### src/rtl/rtmc_pkg.sv
// Shared types and width helpers for the rtmc step sequencer.
// The command struct carries the widest supported delay; narrower DW values zero-extend into it.
package rtmc_pkg;

    localparam int unsigned RTMC_SEQ_DW_DEFAULT = 16;
    localparam int unsigned RTMC_SEQ_DW_MAX     = 32;
    localparam int unsigned RTMC_SEQ_HDR_W      = 11;

    // Width of one packed command word: {wait, wsel[1:0], pattern[7:0], delay[DW-1:0]}.
    function automatic int unsigned rtmc_seq_cmd_width(input int unsigned dw);
        return dw + RTMC_SEQ_HDR_W;
    endfunction

    localparam int unsigned RTMC_SEQ_CMD_W = rtmc_seq_cmd_width(RTMC_SEQ_DW_DEFAULT);

    typedef enum logic [1:0] {
        StIdle     = 2'd0,
        StWaitTrig = 2'd1,
        StHold     = 2'd2
    } rtmc_seq_state_e;

    typedef struct packed {
        logic                       trig_wait;
        logic [1:0]                 wsel;
        logic [7:0]                 pattern;
        logic [RTMC_SEQ_DW_MAX-1:0] delay;
    } rtmc_seq_cmd_t;

endpackage

### src/rtl/rtmc_cmd_fifo.sv
// Synchronous command FIFO with flush; head entry is presented combinationally on o_data.
// Full and empty are decoded from the occupancy counter, so pointers wrap freely.
module rtmc_cmd_fifo #(
    parameter  int unsigned DEPTH = 4,
    parameter  int unsigned WIDTH = 27,
    localparam int unsigned AW    = $clog2(DEPTH),
    localparam int unsigned LW    = AW + 1
) (
    input  logic             clk,
    input  logic             rst_n,
    input  logic             i_push,
    input  logic             i_pop,
    input  logic             i_flush,
    input  logic [WIDTH-1:0] i_data,
    output logic [WIDTH-1:0] o_data,
    output logic             o_full,
    output logic             o_empty,
    output logic [LW-1:0]    o_level
);

    logic [WIDTH-1:0] r_mem [DEPTH];
    logic [AW-1:0]    r_wptr;
    logic [AW-1:0]    r_rptr;
    logic [LW-1:0]    r_level;
    logic             w_push;
    logic             w_pop;

    assign o_full  = (r_level == LW'(DEPTH));
    assign o_empty = (r_level == '0);
    assign o_level = r_level;
    assign o_data  = r_mem[r_rptr];

    // Flush wins over a same-cycle push or pop.
    assign w_push = i_push & ~o_full & ~i_flush;
    assign w_pop  = i_pop & ~o_empty & ~i_flush;

    always_ff @(posedge clk or negedge rst_n) begin
        if (!rst_n) begin
            r_wptr  <= '0;
            r_rptr  <= '0;
            r_level <= '0;
        end else if (i_flush) begin
            r_wptr  <= '0;
            r_rptr  <= '0;
            r_level <= '0;
        end else begin
            if (w_push) r_wptr <= r_wptr + 1'b1;
            if (w_pop)  r_rptr <= r_rptr + 1'b1;
            case ({w_push, w_pop})
                2'b10:   r_level <= r_level + 1'b1;
                2'b01:   r_level <= r_level - 1'b1;
                default: r_level <= r_level;
            endcase
        end
    end

    always_ff @(posedge clk) begin
        if (w_push) r_mem[r_wptr] <= i_data;
    end

endmodule

### src/rtl/rtmc_step_sequencer.sv
// Timed command sequencer driving the rtmc mc pins with cycle-exact hold times.
// Optional GPI trigger wait per command is compiled in with RTMC_SEQ_TRIG_EN.
module rtmc_step_sequencer
    import rtmc_pkg::*;
#(
    parameter  int unsigned DEPTH = 4,
    parameter  int unsigned DW    = 16,
    localparam int unsigned CW    = rtmc_seq_cmd_width(DW),
    localparam int unsigned LW    = $clog2(DEPTH) + 1
) (
    input  logic          clk,
    input  logic          rst_n,
    input  logic          i_cmd_valid,
    output logic          o_cmd_ready,
    input  logic [CW-1:0] i_cmd_data,
    input  logic          i_start,
    input  logic          i_abort,
    input  logic [3:0]    i_gpi,
    output logic [7:0]    o_mc,
    output logic [7:0]    o_mc_oe,
    output logic          o_busy,
    output logic          o_done,
    output logic [LW-1:0] o_level
);

    rtmc_seq_state_e r_state;
    rtmc_seq_state_e w_state_next;
    logic [DW-1:0]   r_cnt;
    logic [DW-1:0]   w_cnt_next;
    logic [7:0]      r_mc;
    logic [7:0]      w_mc_next;
    logic [7:0]      r_mc_oe;
    logic [7:0]      w_mc_oe_next;
    logic            r_done;
    logic            w_done_next;

    logic            w_push;
    logic            w_pop;
    logic            w_flush;
    logic            w_full;
    logic            w_empty;
    logic [CW-1:0]   w_fifo_dout;
    logic            w_dispatch;
    logic            w_apply;
    rtmc_seq_cmd_t   w_head;
    rtmc_seq_cmd_t   w_apply_cmd;
    logic            w_unused;

    // A push in the abort cycle is dropped along with the flushed contents.
    assign w_push      = i_cmd_valid & ~w_full & ~i_abort;
    assign o_cmd_ready = ~w_full;

    rtmc_cmd_fifo #(
        .DEPTH (DEPTH),
        .WIDTH (CW)
    ) u_cmd_fifo (
        .clk     (clk),
        .rst_n   (rst_n),
        .i_push  (w_push),
        .i_pop   (w_pop),
        .i_flush (w_flush),
        .i_data  (i_cmd_data),
        .o_data  (w_fifo_dout),
        .o_full  (w_full),
        .o_empty (w_empty),
        .o_level (o_level)
    );

    always_comb begin
        w_head                = '0;
        w_head.trig_wait      = w_fifo_dout[CW-1];
        w_head.wsel           = w_fifo_dout[CW-2 -: 2];
        w_head.pattern        = w_fifo_dout[DW +: 8];
        w_head.delay[DW-1:0]  = w_fifo_dout[DW-1:0];
    end

`ifdef RTMC_SEQ_TRIG_EN
    logic [3:0]    r_sync1;
    logic [3:0]    r_sync2;
    logic [3:0]    r_sync3;
    logic [3:0]    w_rise;
    logic          r_trig;
    logic          w_pend_load;
    rtmc_seq_cmd_t r_pend;

    assign w_rise = r_sync2 & ~r_sync3;

    // Registered edge keeps mc three edges behind the first GPI sample.
    always_ff @(posedge clk or negedge rst_n) begin
        if (!rst_n) begin
            r_sync1 <= '0;
            r_sync2 <= '0;
            r_sync3 <= '0;
            r_trig  <= 1'b0;
            r_pend  <= '0;
        end else begin
            r_sync1 <= i_gpi;
            r_sync2 <= r_sync1;
            r_sync3 <= r_sync2;
            r_trig  <= (r_state == StWaitTrig) & w_rise[r_pend.wsel];
            if (w_pend_load) r_pend <= w_head;
        end
    end

    assign w_unused = ^{w_apply_cmd, r_pend.trig_wait};
`else
    assign w_unused = ^{i_gpi, w_apply_cmd, w_head};
`endif

    always_comb begin
        w_state_next = r_state;
        w_cnt_next   = r_cnt;
        w_mc_next    = r_mc;
        w_mc_oe_next = r_mc_oe;
        w_done_next  = 1'b0;
        w_pop        = 1'b0;
        w_flush      = 1'b0;
        w_dispatch   = 1'b0;
        w_apply      = 1'b0;
        w_apply_cmd  = '0;
`ifdef RTMC_SEQ_TRIG_EN
        w_pend_load  = 1'b0;
`endif
        if (i_abort) begin
            w_state_next = StIdle;
            w_flush      = 1'b1;
            w_mc_next    = '0;
            w_mc_oe_next = '0;
        end else begin
            unique case (r_state)
                StIdle: begin
                    if (i_start && !w_empty) begin
                        w_pop      = 1'b1;
                        w_dispatch = 1'b1;
                    end
                end
                StHold: begin
                    if (r_cnt == '0) begin
                        if (!w_empty) begin
                            w_pop      = 1'b1;
                            w_dispatch = 1'b1;
                        end else begin
                            w_state_next = StIdle;
                            w_done_next  = 1'b1;
                        end
                    end else begin
                        w_cnt_next = r_cnt - 1'b1;
                    end
                end
                StWaitTrig: begin
`ifdef RTMC_SEQ_TRIG_EN
                    if (r_trig) begin
                        w_apply     = 1'b1;
                        w_apply_cmd = r_pend;
                    end
`else
                    w_state_next = StIdle;
`endif
                end
                default: w_state_next = StIdle;
            endcase

            if (w_dispatch) begin
`ifdef RTMC_SEQ_TRIG_EN
                if (w_head.trig_wait) begin
                    w_state_next = StWaitTrig;
                    w_pend_load  = 1'b1;
                end else begin
                    w_apply     = 1'b1;
                    w_apply_cmd = w_head;
                end
`else
                w_apply     = 1'b1;
                w_apply_cmd = w_head;
`endif
            end

            if (w_apply) begin
                w_state_next = StHold;
                w_mc_next    = w_apply_cmd.pattern;
                w_mc_oe_next = 8'hFF;
                w_cnt_next   = w_apply_cmd.delay[DW-1:0];
            end
        end
    end

    always_ff @(posedge clk or negedge rst_n) begin
        if (!rst_n) begin
            r_state <= StIdle;
            r_cnt   <= '0;
            r_mc    <= '0;
            r_mc_oe <= '0;
            r_done  <= 1'b0;
        end else begin
            r_state <= w_state_next;
            r_cnt   <= w_cnt_next;
            r_mc    <= w_mc_next;
            r_mc_oe <= w_mc_oe_next;
            r_done  <= w_done_next;
        end
    end

    assign o_mc    = r_mc;
    assign o_mc_oe = r_mc_oe;
    assign o_busy  = (r_state != StIdle);
    assign o_done  = r_done;

endmodule
### config.mk
export PLATFORM = sky130hd
export DESIGN_NAME = rtmc_step_sequencer
export DESIGN_NICKNAME = d
export VERILOG_FILES = /design/src/rtl/rtmc_pkg.sv /design/src/rtl/rtmc_cmd_fifo.sv /design/src/rtl/rtmc_step_sequencer.sv
export SDC_FILE = /design/constraint.sdc
export NUM_CORES = 1
export LEC_CHECK = 0
export CAP_MARGIN = 20
export CORE_MARGIN = 2
export CORE_UTILIZATION = 45
export CTS_BUF_LIST = sky130_fd_sc_hd__clkbuf_16
export DETAILED_ROUTE_END_ITERATION = 8
export GPL_TIMING_DRIVEN = 0
export PLACE_DENSITY = 0.63
export SYNTH_ARGS = -nofsm -noshare
export SYNTH_HDL_FRONTEND = slang
export SYNTH_HIERARCHICAL = 1
export SYNTH_SLANG_ARGS = --single-unit
export TNS_END_PERCENT = 1
### constraint.sdc
create_clock -name clk -period 6.3 [get_ports clk]
set_input_delay 1.26 -clock clk [delete_from_list [all_inputs] [get_ports clk]]
set_output_delay 1.26 -clock clk [all_outputs]
set_load 0.1 [all_outputs]
==> reports/results.tsv, run 1 <==
stage	metric	value	unit
cts	cts_hold_buf	0	
cts	path_clk_slew	0.06	ns
sta	setup_viol	0	
worst_setup_path	cp.required	6.61	ns
floorplan	core_area	0.0125	mm2
global_route	grt_pass1_vias	3418	
sta	fin_tns_setup	0	ns
drt	routedWlPerCell	18.3	um
drt	vias	3381	
placement	place_congestion	0.864	
synthesis	ys.warnings.count	6	
drt	wl	11500	um
worst_setup_path	regToRegEndpoint	u_cmd_fifo/o_level[1]	
cts	htree_num_levels	4	
worst_setup_path	reg2reg_depth	15	
placement	post-place-cells	596	
global_route	grt_usage	0.182	
run	cap_viol_max_count	0	
final_layout	nets	486	
sta	slew_headroom	0.333	
synthesis	synth_cells	370	
cts	cts-buffers-inserted	17	
cts	clock_latency	0.41	ns
sta	slew_viol_final	0	
final_layout	seqCellArea	0.00373	mm2
floorplan	die_h	116	um
cts	cts_tree	built	
final_layout	stdcell_area	0.00702	mm2
floorplan	die_w	116	um
placement	dpl-instance-area	0.00648	mm2
final_layout	drive_gt1_frac	0.200	
floorplan	num_rows	41	
sta	post-route-period-util	0.604	
cts	post-cts-setup-buffers	0	
worst_setup_path	crit_fanout	10	
drt	drt_first_pass_iters	4	
cts	clock-sinks	130	
worst_hold_path	worstHoldStart	o_mc[4]	
worst_hold_path	whs_path_depth	2	
drt	dr.first_iter.drc_count	183	
status	status	finished clean	
synthesis	syn_area_per_cell	15.3	um2
sta	clock.fmax	0.263	GHz
floorplan	io_pins	58	
worst_setup_path	rrSetupSlack	2.49	ns
placement	portBuffers	50	
sta	worst_pin_slew	0.997	ns
power	peakVddDrop	0.172	mV
synthesis	synth_area	0.00567	mm2
drt	vias_per_cell	5.38	
cts	cts_buffer_depth	2	
global_route	grt_pass1_wl	18200	um
power	p_leak	2.52	nW
synthesis	synthesis.nets	413	
sta	period_needed	3.81	ns
global_route	grt_max_degree	35	
worst_setup_path	cp-start-kind	flip-flop	
worst_setup_path	cp.arrival	4.12	ns
final_layout	finalNonFillerCells	628	
power	power	2.29	mW
worst_setup_path	critical_path_class	reg2reg	
sta	skew	0.00844	ns
final_layout	fillCellCount	970	
final_layout	multiInputGateArea	0.00172	mm2
final_layout	insertedDiodeCount	0	
floorplan	start_util	0.455	
worst_hold_path	hp-class	reg2reg	
floorplan	dieArea	0.0135	mm2
final_layout	area_delta_synth_final	23.7	%
sta	grt_setup_unrepaired	no	
worst_setup_path	reg2reg_from	u_cmd_fifo/o_level[1]	
global_route	grt_overflow	0	
sta	finalHoldViolations	0	
power	power_density	327	mW/mm2
cts	cts_root_buffer	clkbuf_16	
worst_hold_path	holdPathEnd	o_mc[4]	
drt	antenna_left	0	
placement	hpwl	7690	um
worst_setup_path	end_kind	flip-flop	
global_route	grt_antenna_before_repair	0	
cts	postCtsResizedCells	0	
drt	drc	0	
-- registers in the layout (all words and copies together), names as in the netlist --
signal              cells
o_mc                    8
o_mc_oe                 1
r_cnt                  16
u_cmd_fifo/o_level      3
o_done                  1
r_state                 1
u_cmd_fifo/r_wptr       2
u_cmd_fifo/r_mem       96
u_cmd_fifo/r_rptr       2
-- metrics by stage --
stage               utilization  hold WS [ns]  setup WS, ns
floorplan                     -         0.476          2.57
global placement          0.513         0.504          2.04
detailed placement        0.520         0.515          2.21
CTS                       0.563         0.523          2.52
global route              0.563         0.542          2.19
finish                    0.563         0.517          2.49
-- area by class of cell --
cell class,instances,share of cell area
clock inverters,15,0.0157
inverters,14,0.00749
well taps,172,0.0307
plain buffers,25,0.0244
multi-input cells,201,0.245
repair buffers,54,0.0845
clock buffers,17,0.0606
flip-flops and latches,130,0.532
-- cell usage in the layout, fill, tap and decap left out, drive strengths merged, types with 3 or more instances in the layout --
master and n:
a21oi 14, a2bb2oi 3, a32oi 3, and2 4, buf 28, clkbuf 19, clkdlybuf4s50 49, clkinv 9
dfrtp 34, edfxtp 96, ha 6, inv 18, mux2i 11, mux4 24, nand2 28, nand2b 6
nand4 3, nor2 20, nor2b 3, nor3 13, nor3b 3, nor4 4, o21a 5, o21ai 17
o2bb2ai 8
-- critical path: stages, from the launching register on --
cell	delay [ns]
dfrtp_1	0.48
nor3_1	0.84
nor2_1	0.11
nand2_1	0.17
o21a_1	0.16
buf_6	0.16
buf_2	0.26
nor2_1	0.06
buf_2	0.19
nand2b_1	0.13
nor3_1	0.09
fa_1	0.50
inv_1	0.05
a311oi_1	0.21
a21oi_1	0.10
a211oi_1	0.22
-- where the power goes --
part	internal (mW)	switching [mW]	total, mW
logic	0.146	0.223	0.369
registers	0.979	0.0684	1.05
clock network	0.505	0.370	0.875
total	1.63	0.662	2.29
-- metal layers --
layer / vias to the layer above / global-route usage / routed length, um
met5: - / 0 / 0
met4: 0 / 0.0714 / 240
met3: 22 / 0.0441 / 359
met2: 62 / 0.291 / 5610
met1: 1728 / 0.244 / 5270
li1: 1569 / - / -
-- how the worst max path moves through the flow --
| stage | from | to | slack (ns) | depth (start not counted) |
|---|---|---|---|---|
| after CTS | u_cmd_fifo/o_level[1] | u_cmd_fifo/o_level[1] | 2.52 | 15 |
| after detailed placement | i_start | u_cmd_fifo/o_level[1] | 2.21 | 14 |
| final | u_cmd_fifo/o_level[1] | u_cmd_fifo/o_level[1] | 2.49 | 15 |
| after floorplan | u_cmd_fifo/o_level[1] | u_cmd_fifo/r_mem[0][0] | 2.57 | 7 |
| after global placement | i_abort | u_cmd_fifo/r_mem[1][9] | 2.04 | 6 |
| after global routing | u_cmd_fifo/o_level[1] | u_cmd_fifo/o_level[1] | 2.19 | 15 |
(Power assumes the default switching activity.)
==> inputs of run 2 (changes only) <==
==> constraint.sdc (replaced) <==
create_clock -name clk -period 3.7 [get_ports clk]
set_input_delay 0.74 -clock clk [delete_from_list [all_inputs] [get_ports clk]]
set_output_delay 0.74 -clock clk [all_outputs]
set_load 0.1 [all_outputs]
==> reports/results.tsv, run 2 (synthesis results as in run 1) <==
stage	metric	value	unit	change
worst_setup_path	slowest_delay	0.44	ns	was 0.84 ns
cts	htree_num_levels	4		unchanged
power	p_leak	2.54	nW	was 2.52 nW
placement	hpwl	7650	um	was 7690 um
worst_setup_path	cp-startpoint	r_cnt[0]		was u_cmd_fifo/o_level[1]
global_route	grt_max_degree	35		unchanged
cts	cts-buffers-inserted	17		unchanged
sta	worst_pin_slew	0.976	ns	was 0.997 ns
worst_setup_path	crit_fanout	10		unchanged
sta	fin_ws	0.295	ns	was 2.49 ns
final_layout	final_common_cell	edfxtp_1		unchanged
drt	vias	3322		was 3381
floorplan	io_pins	58		unchanged
sta	period_needed	3.40	ns	was 3.81 ns
drt	drc	0		unchanged
cts	cts_root_buffer	clkbuf_16		unchanged
worst_setup_path	critical_path.cell_chain	inv_1 > ha_1 > nor4b_2 > nand4_4 > o21a_1 > buf_6 > buf_2 > nor2_1 > buf_2 > nand2b_1 > nor3_2 > fa_1 > inv_1 > a311oi_1 > a21oi_1 > a211oi_1		was nor3_1 > nor2_1 > nand2_1 > o21a_1 > buf_6 > buf_2 > nor2_1 > buf_2 > nand2b_1 > nor3_1 > fa_1 > inv_1 > a311oi_1 > a21oi_1 > a211oi_1
global_route	grt_overflow	0		unchanged
placement	portBuffers	50		unchanged
final_layout	insertedDiodeCount	0		unchanged
global_route	grt_usage	0.186		was 0.182
drt	vias_per_cell	5.26		was 5.38
sta	grt_setup_unrepaired	no		unchanged
worst_setup_path	reg2reg_from	r_cnt[0]		was u_cmd_fifo/o_level[1]
final_layout	fillCellCount	1010		was 970
global_route	grt_pass1_wl	18100	um	was 18200 um
final_layout	stdcell_area	0.00700	mm2	was 0.00702 mm2
final_layout	multiInputGateArea	0.00173	mm2	was 0.00172 mm2
final_layout	area_delta_synth_final	23.4	%	was 23.7%
cts	cts_buffer_depth	2		unchanged
worst_setup_path	critPathCapture	u_cmd_fifo/o_level[1]		unchanged
final_layout	seqCellArea	0.00374	mm2	was 0.00373 mm2
power	power	3.82	mW	was 2.29 mW
final_layout	max_flop_register	u_cmd_fifo/r_mem		unchanged
placement	place_congestion	0.859		was 0.864
drt	dr.first_iter.drc_count	174		was 183
floorplan	dieArea	0.0135	mm2	unchanged
sta	setup_viol	0		unchanged
global_route	grt_antenna_before_repair	0		unchanged
sta	slew_viol_final	0		unchanged
final_layout	largest_reg_flops	96		unchanged
worst_setup_path	critical_path_class	reg2reg		unchanged
drt	drt_first_pass_iters	5		was 4
cts	path_clk_slew	0.06	ns	about the same
sta	skew	0.00906	ns	was 0.00844 ns
sta	finalHoldViolations	0		unchanged
power	power_density	545	mW/mm2	was 327 mW/mm2
worst_setup_path	cp.required	3.96	ns	was 6.61 ns
status	status	finished clean		unchanged
placement	dpl-instance-area	0.00647	mm2	was 0.00648 mm2
drt	routedWlPerCell	18.3	um	about the same
worst_setup_path	regToRegEndpoint	u_cmd_fifo/o_level[1]		unchanged
floorplan	start_util	0.455		unchanged
sta	clock.fmax	0.294	GHz	was 0.263 GHz
drt	antenna_left	0		unchanged
floorplan	core_area	0.0125	mm2	unchanged
worst_setup_path	crit_slowest_cell	fa_1		was nor3_1
cts	clock-sinks	130		unchanged
worst_setup_path	reg2reg_depth	16		was 15
final_layout	drive_gt1_frac	0.198		was 0.200
worst_setup_path	cp.arrival	3.67	ns	was 4.12 ns
worst_setup_path	cp-start-kind	flip-flop		unchanged
sta	slew_headroom	0.347		was 0.333
cts	cts_tree	built		unchanged
cts	clock_latency	0.42	ns	was 0.41 ns
run	cap_viol_max_count	0		unchanged
drt	wl	11500	um	about the same
sta	post-route-period-util	0.920		was 0.604
placement	post-place-ws	-0.0427	ns	was 2.21 ns
floorplan	die_h	116	um	unchanged
power	peakVddDrop	0.305	mV	was 0.172 mV
worst_setup_path	end_kind	flip-flop		unchanged
worst_hold_path	hp-class	in2async		was reg2reg
floorplan	num_rows	41		unchanged
final_layout	layout_common_cells	edfxtp_1 (96), clkdlybuf4s50_1 (49), dfrtp_1 (32)		was edfxtp_1 (96), clkdlybuf4s50_1 (49), dfrtp_1 (34)
worst_setup_path	rrSetupSlack	0.30	ns	was 2.49 ns
final_layout	nets	489		was 486
global_route	grt_pass1_vias	3293		was 3418
floorplan	die_w	116	um	unchanged
run 2: cell count changes in the layout (fill, tap and decap cells not counted), moves of 2 or more:
cell        before  now
buf_4            8   11
clkinv_1         2    4
clkinv_2         3    6
clkinv_4         4    0
clkinvlp_4       2    0
dfrtp_1         34   32
dfrtp_2          0    2
inv_1           13   18
inv_6            3    0
nor3_1          13   11
run 2: how the worst min path moves through the flow:
stage                          from                     to  slack (ns)
after floorplan               rst_n                 o_done        0.44
after global placement    r_cnt[14]              r_cnt[14]        0.50
after detailed placement    o_mc[6]                o_mc[6]        0.51
after CTS                     rst_n  u_cmd_fifo/o_level[2]        0.45
after global routing          rst_n                 o_done        0.50
final                         rst_n  u_cmd_fifo/o_level[2]        0.44
run 2: layout make-up:
cell class | count | area share
buffer | 25 | 0.0245
tap | 172 | 0.0307
timing repair buffer | 57 | 0.0861
multi-input combinational | 201 | 0.248
inverter | 14 | 0.00751
clock buffer | 17 | 0.0608
sequential | 130 | 0.534
clock inverter | 15 | 0.00912
run 2: layer usage:
metal	global-route usage	vias to the layer above	part of all wire
met5	0	-	0
met4	0.0706	0	0.0030
met3	0.0519	3	0.037
met2	0.284	56	0.50
met1	0.255	1689	0.46
li1	-	1574	-
run 2: power by group:
group	leakage (nW)	internal, mW	total [mW]	switching, mW
logic	0.955	0.270	0.650	0.380
clock network	0.266	0.821	1.38	0.557
registers	1.32	1.67	1.79	0.120
run 2: worst max-delay path, delay by kind of cell, from the launching register on:
kind	cells	cell delay (ns)
adders and majority gates	2	0.59
AOI/OAI and AO/OA	4	0.51
DFF	1	0.39
buffers and inverters	5	0.79
and+or+nand+nor	5	0.98
run 2: repair_timing:
action                                 4_1_cts  5_1_grt
setup endpoints to repair                    1        1
hold buffers                                 0        0
endpoints found under the hold margin        0        0
pin swaps                                    0        1
setup buffers                                0        3
resized for setup                            1        2
run 2: stage by stage:
step,TNS [ns],hold WS [ns],utilization,std cells
after detailed placement,-0.0427,0.514,0.519,596
after floorplan,0,0.444,-,370
final,0,0.441,0.562,631
after global placement,-1.03,0.504,0.513,592
after CTS,0,0.453,0.559,628
after global routing,0,0.495,0.562,631
==> inputs of run 3 (changes only) <==
--- a/config.mk
+++ b/config.mk
@@ -7,11 +7,11 @@
 export LEC_CHECK = 0
 export CAP_MARGIN = 20
 export CORE_MARGIN = 2
-export CORE_UTILIZATION = 45
+export CORE_UTILIZATION = 35
 export CTS_BUF_LIST = sky130_fd_sc_hd__clkbuf_16
 export DETAILED_ROUTE_END_ITERATION = 8
 export GPL_TIMING_DRIVEN = 0
-export PLACE_DENSITY = 0.63
+export PLACE_DENSITY = 0.51
 export SYNTH_ARGS = -nofsm -noshare
 export SYNTH_HDL_FRONTEND = slang
 export SYNTH_HIERARCHICAL = 1
==> reports/results.tsv, run 3 (synthesis results as in run 1) <==
stage	metric	value	unit	change
global_route	grt_max_degree	35		unchanged
final_layout	layout_common_cells	edfxtp_1 (96), clkdlybuf4s50_1 (49), dfrtp_1 (32)		unchanged
worst_setup_path	crit_slowest_cell	fa_1		unchanged
drt	dr.first_iter.drc_count	237		was 174
drt	routedWlPerCell	17.9	um	was 18.3 um
power	power_density	565	mW/mm2	was 545 mW/mm2
floorplan	io_pins	58		unchanged
global_route	grt_overflow	0		unchanged
global_route	grt_pass1_wl	19300	um	was 18100 um
placement	place_congestion	0.827		was 0.859
cts	clock_latency	0.41	ns	was 0.42 ns
worst_setup_path	reg2reg_from	u_cmd_fifo/o_level[2]		was r_cnt[0]
power	peakVddDrop	0.300	mV	was 0.305 mV
worst_setup_path	cp.arrival	3.66	ns	was 3.67 ns
drt	vias_per_cell	4.97		was 5.26
placement	hpwl	7500	um	was 7650 um
sta	hold-worst-slack	0.437	ns	was 0.441 ns
final_layout	insertedDiodeCount	0		unchanged
drt	vias	3338		was 3322
worst_setup_path	slowest_delay	0.49	ns	was 0.44 ns
floorplan	die_w	131	um	was 116 um
sta	fin_ws	0.339	ns	was 0.295 ns
placement	post-place-ws	-0.140	ns	was -0.0427 ns
worst_setup_path	rrSetupSlack	0.34	ns	was 0.30 ns
cts	cts_tree	built		unchanged
global_route	grt_usage	0.147		was 0.186
cts	cts-buffers-inserted	17		unchanged
sta	worst_pin_slew	0.979	ns	was 0.976 ns
sta	fin_tns_setup	0	ns	unchanged
final_layout	nets	485		was 489
cts	clock-sinks	130		unchanged
worst_setup_path	critical_path_class	reg2reg		unchanged
sta	setup_viol	0		unchanged
worst_setup_path	critical_path.cell_chain	buf_2 > nor3_4 > nor2_1 > nand2_1 > o21a_1 > buf_6 > buf_2 > nor2_1 > buf_2 > nand2b_1 > nor3_2 > fa_1 > inv_1 > a311oi_1 > a21oi_1 > a211oi_1		was inv_1 > ha_1 > nor4b_2 > nand4_4 > o21a_1 > buf_6 > buf_2 > nor2_1 > buf_2 > nand2b_1 > nor3_2 > fa_1 > inv_1 > a311oi_1 > a21oi_1 > a211oi_1
final_layout	max_flop_register	u_cmd_fifo/r_mem		unchanged
global_route	grt_pass1_vias	3493		was 3293
floorplan	core_area	0.0159	mm2	was 0.0125 mm2
cts	cts_root_buffer	clkbuf_16		unchanged
cts	path_clk_slew	0.05	ns	was 0.06 ns
global_route	grt_antenna_before_repair	0		unchanged
floorplan	dieArea	0.0172	mm2	was 0.0135 mm2
power	p_leak	2.54	nW	about the same
cts	cts_buffer_depth	2		unchanged
cts	cts_hold_buf	0		unchanged
worst_setup_path	cp-start-kind	flip-flop		unchanged
floorplan	num_rows	46		was 41
worst_setup_path	cp-startpoint	u_cmd_fifo/o_level[2]		was r_cnt[0]
sta	grt_setup_unrepaired	no		unchanged
status	status	finished clean		unchanged
worst_setup_path	end_kind	flip-flop		unchanged
power	power	3.98	mW	was 3.82 mW
worst_setup_path	cp.required	4.00	ns	was 3.96 ns
final_layout	fillCellCount	1477		was 1010
worst_setup_path	crit_fanout	10		unchanged
drt	drt_first_pass_iters	4		was 5
placement	portBuffers	50		unchanged
sta	skew	0.00955	ns	was 0.00906 ns
final_layout	fin_util	0.444		was 0.562
worst_setup_path	crit_path_frequent_cell	buf_2		
final_layout	largest_reg_flops	96		unchanged
sta	post-route-period-util	0.908		was 0.920
final_layout	drive_gt1_frac	0.202		was 0.198
drt	antenna_left	0		unchanged
drt	wl	12000	um	was 11500 um
drt	drc	0		unchanged
sta	slew_viol_final	0		unchanged
floorplan	start_util	0.357		was 0.455
cts	htree_num_levels	4		unchanged
final_layout	area_delta_synth_final	24.3	%	was 23.4%
run	cap_viol_max_count	0		unchanged
worst_setup_path	reg2reg_depth	16		unchanged
floorplan	die_h	131	um	was 116 um
sta	clock.fmax	0.298	GHz	was 0.294 GHz
worst_hold_path	hp-class	in2async		unchanged
sta	period_needed	3.36	ns	was 3.40 ns
sta	slew_headroom	0.346		was 0.347
sta	finalHoldViolations	0		unchanged
worst_setup_path	regToRegEndpoint	u_cmd_fifo/o_level[1]		unchanged
final_layout	final_common_cell	edfxtp_1		unchanged
## run 3: cell types whose count changed in the layout (fill, tap and decap cells not counted), moves of 2 or more
| cell | change |
|---|---|
| buf_8 | -2 |
| clkinv_2 | -3 |
| and2_1 | -4 |
| bufinv_16 | +2 |
| clkinv_1 | -2 |
| and2_2 | +4 |
| buf_16 | -2 |
| inv_1 | +2 |
## run 3: report_power, final
group	internal [mW]	switching (mW)	leakage, nW	total, mW
Clock	0.963	0.557	0.294	1.52
Combinational	0.276	0.382	0.928	0.658
Sequential	1.67	0.135	1.32	1.80
Total	2.91	1.07	2.54	3.98
## run 3: final cells by class
| cell class | count | area [um2] | share of cell area |
|---|---|---|---|
| plain buffers | 25 | 171 | 0.0243 |
| repair buffers | 53 | 518 | 0.0735 |
| clock inverters | 15 | 118 | 0.0167 |
| clock buffers | 17 | 425 | 0.0603 |
| well taps | 216 | 270 | 0.0383 |
| flip-flops and latches | 130 | 3740 | 0.530 |
| multi-input cells | 201 | 1760 | 0.250 |
| inverters | 14 | 52.6 | 0.00745 |
## run 3: worst max-delay path by stage
stage	endpoint	slack, ns	cells past startpoint
after global placement	u_cmd_fifo/r_mem[2][8]	-0.09	6
after floorplan	u_cmd_fifo/o_level[1]	0.03	16
after detailed placement	u_cmd_fifo/o_level[1]	-0.14	16
after global routing	u_cmd_fifo/o_level[1]	0.02	16
after CTS	u_cmd_fifo/o_level[1]	0.11	16
final	u_cmd_fifo/o_level[1]	0.34	16
## run 3: through the flow
stage | std cells | instance area [um2]
after floorplan | 370 | 5680
after global placement | 636 | 6450
after detailed placement | 636 | 6450
after CTS | 668 | 7000
after global routing | 671 | 7050
final | 671 | 7050
## run 3: worst max-delay path: cells and delay by family, from the launching register on
family | cells | cell delay [ns]
buffers and inverters | 5 | 0.86
and+or+nand+nor | 6 | 0.79
AOI/OAI and AO/OA | 4 | 0.73
adders and majority gates | 1 | 0.49
DFF | 1 | 0.37
## run 3: routing by layer
metal | GRT usage | up-vias | part of all wire
met2 | 0.236 | 84 | 0.48
met1 | 0.196 | 1682 | 0.46
met5 | 0 | - | 0
li1 | - | 1565 | -
met3 | 0.0390 | 7 | 0.046
met4 | 0.0507 | 0 | 0.011
## run 3: what timing repair did
item / 4_1_cts / 5_1_grt
pin swaps: 0 / 2
setup endpoints to repair: 1 / 1
buffers inserted: 0 / 3
resized for setup: 1 / 5
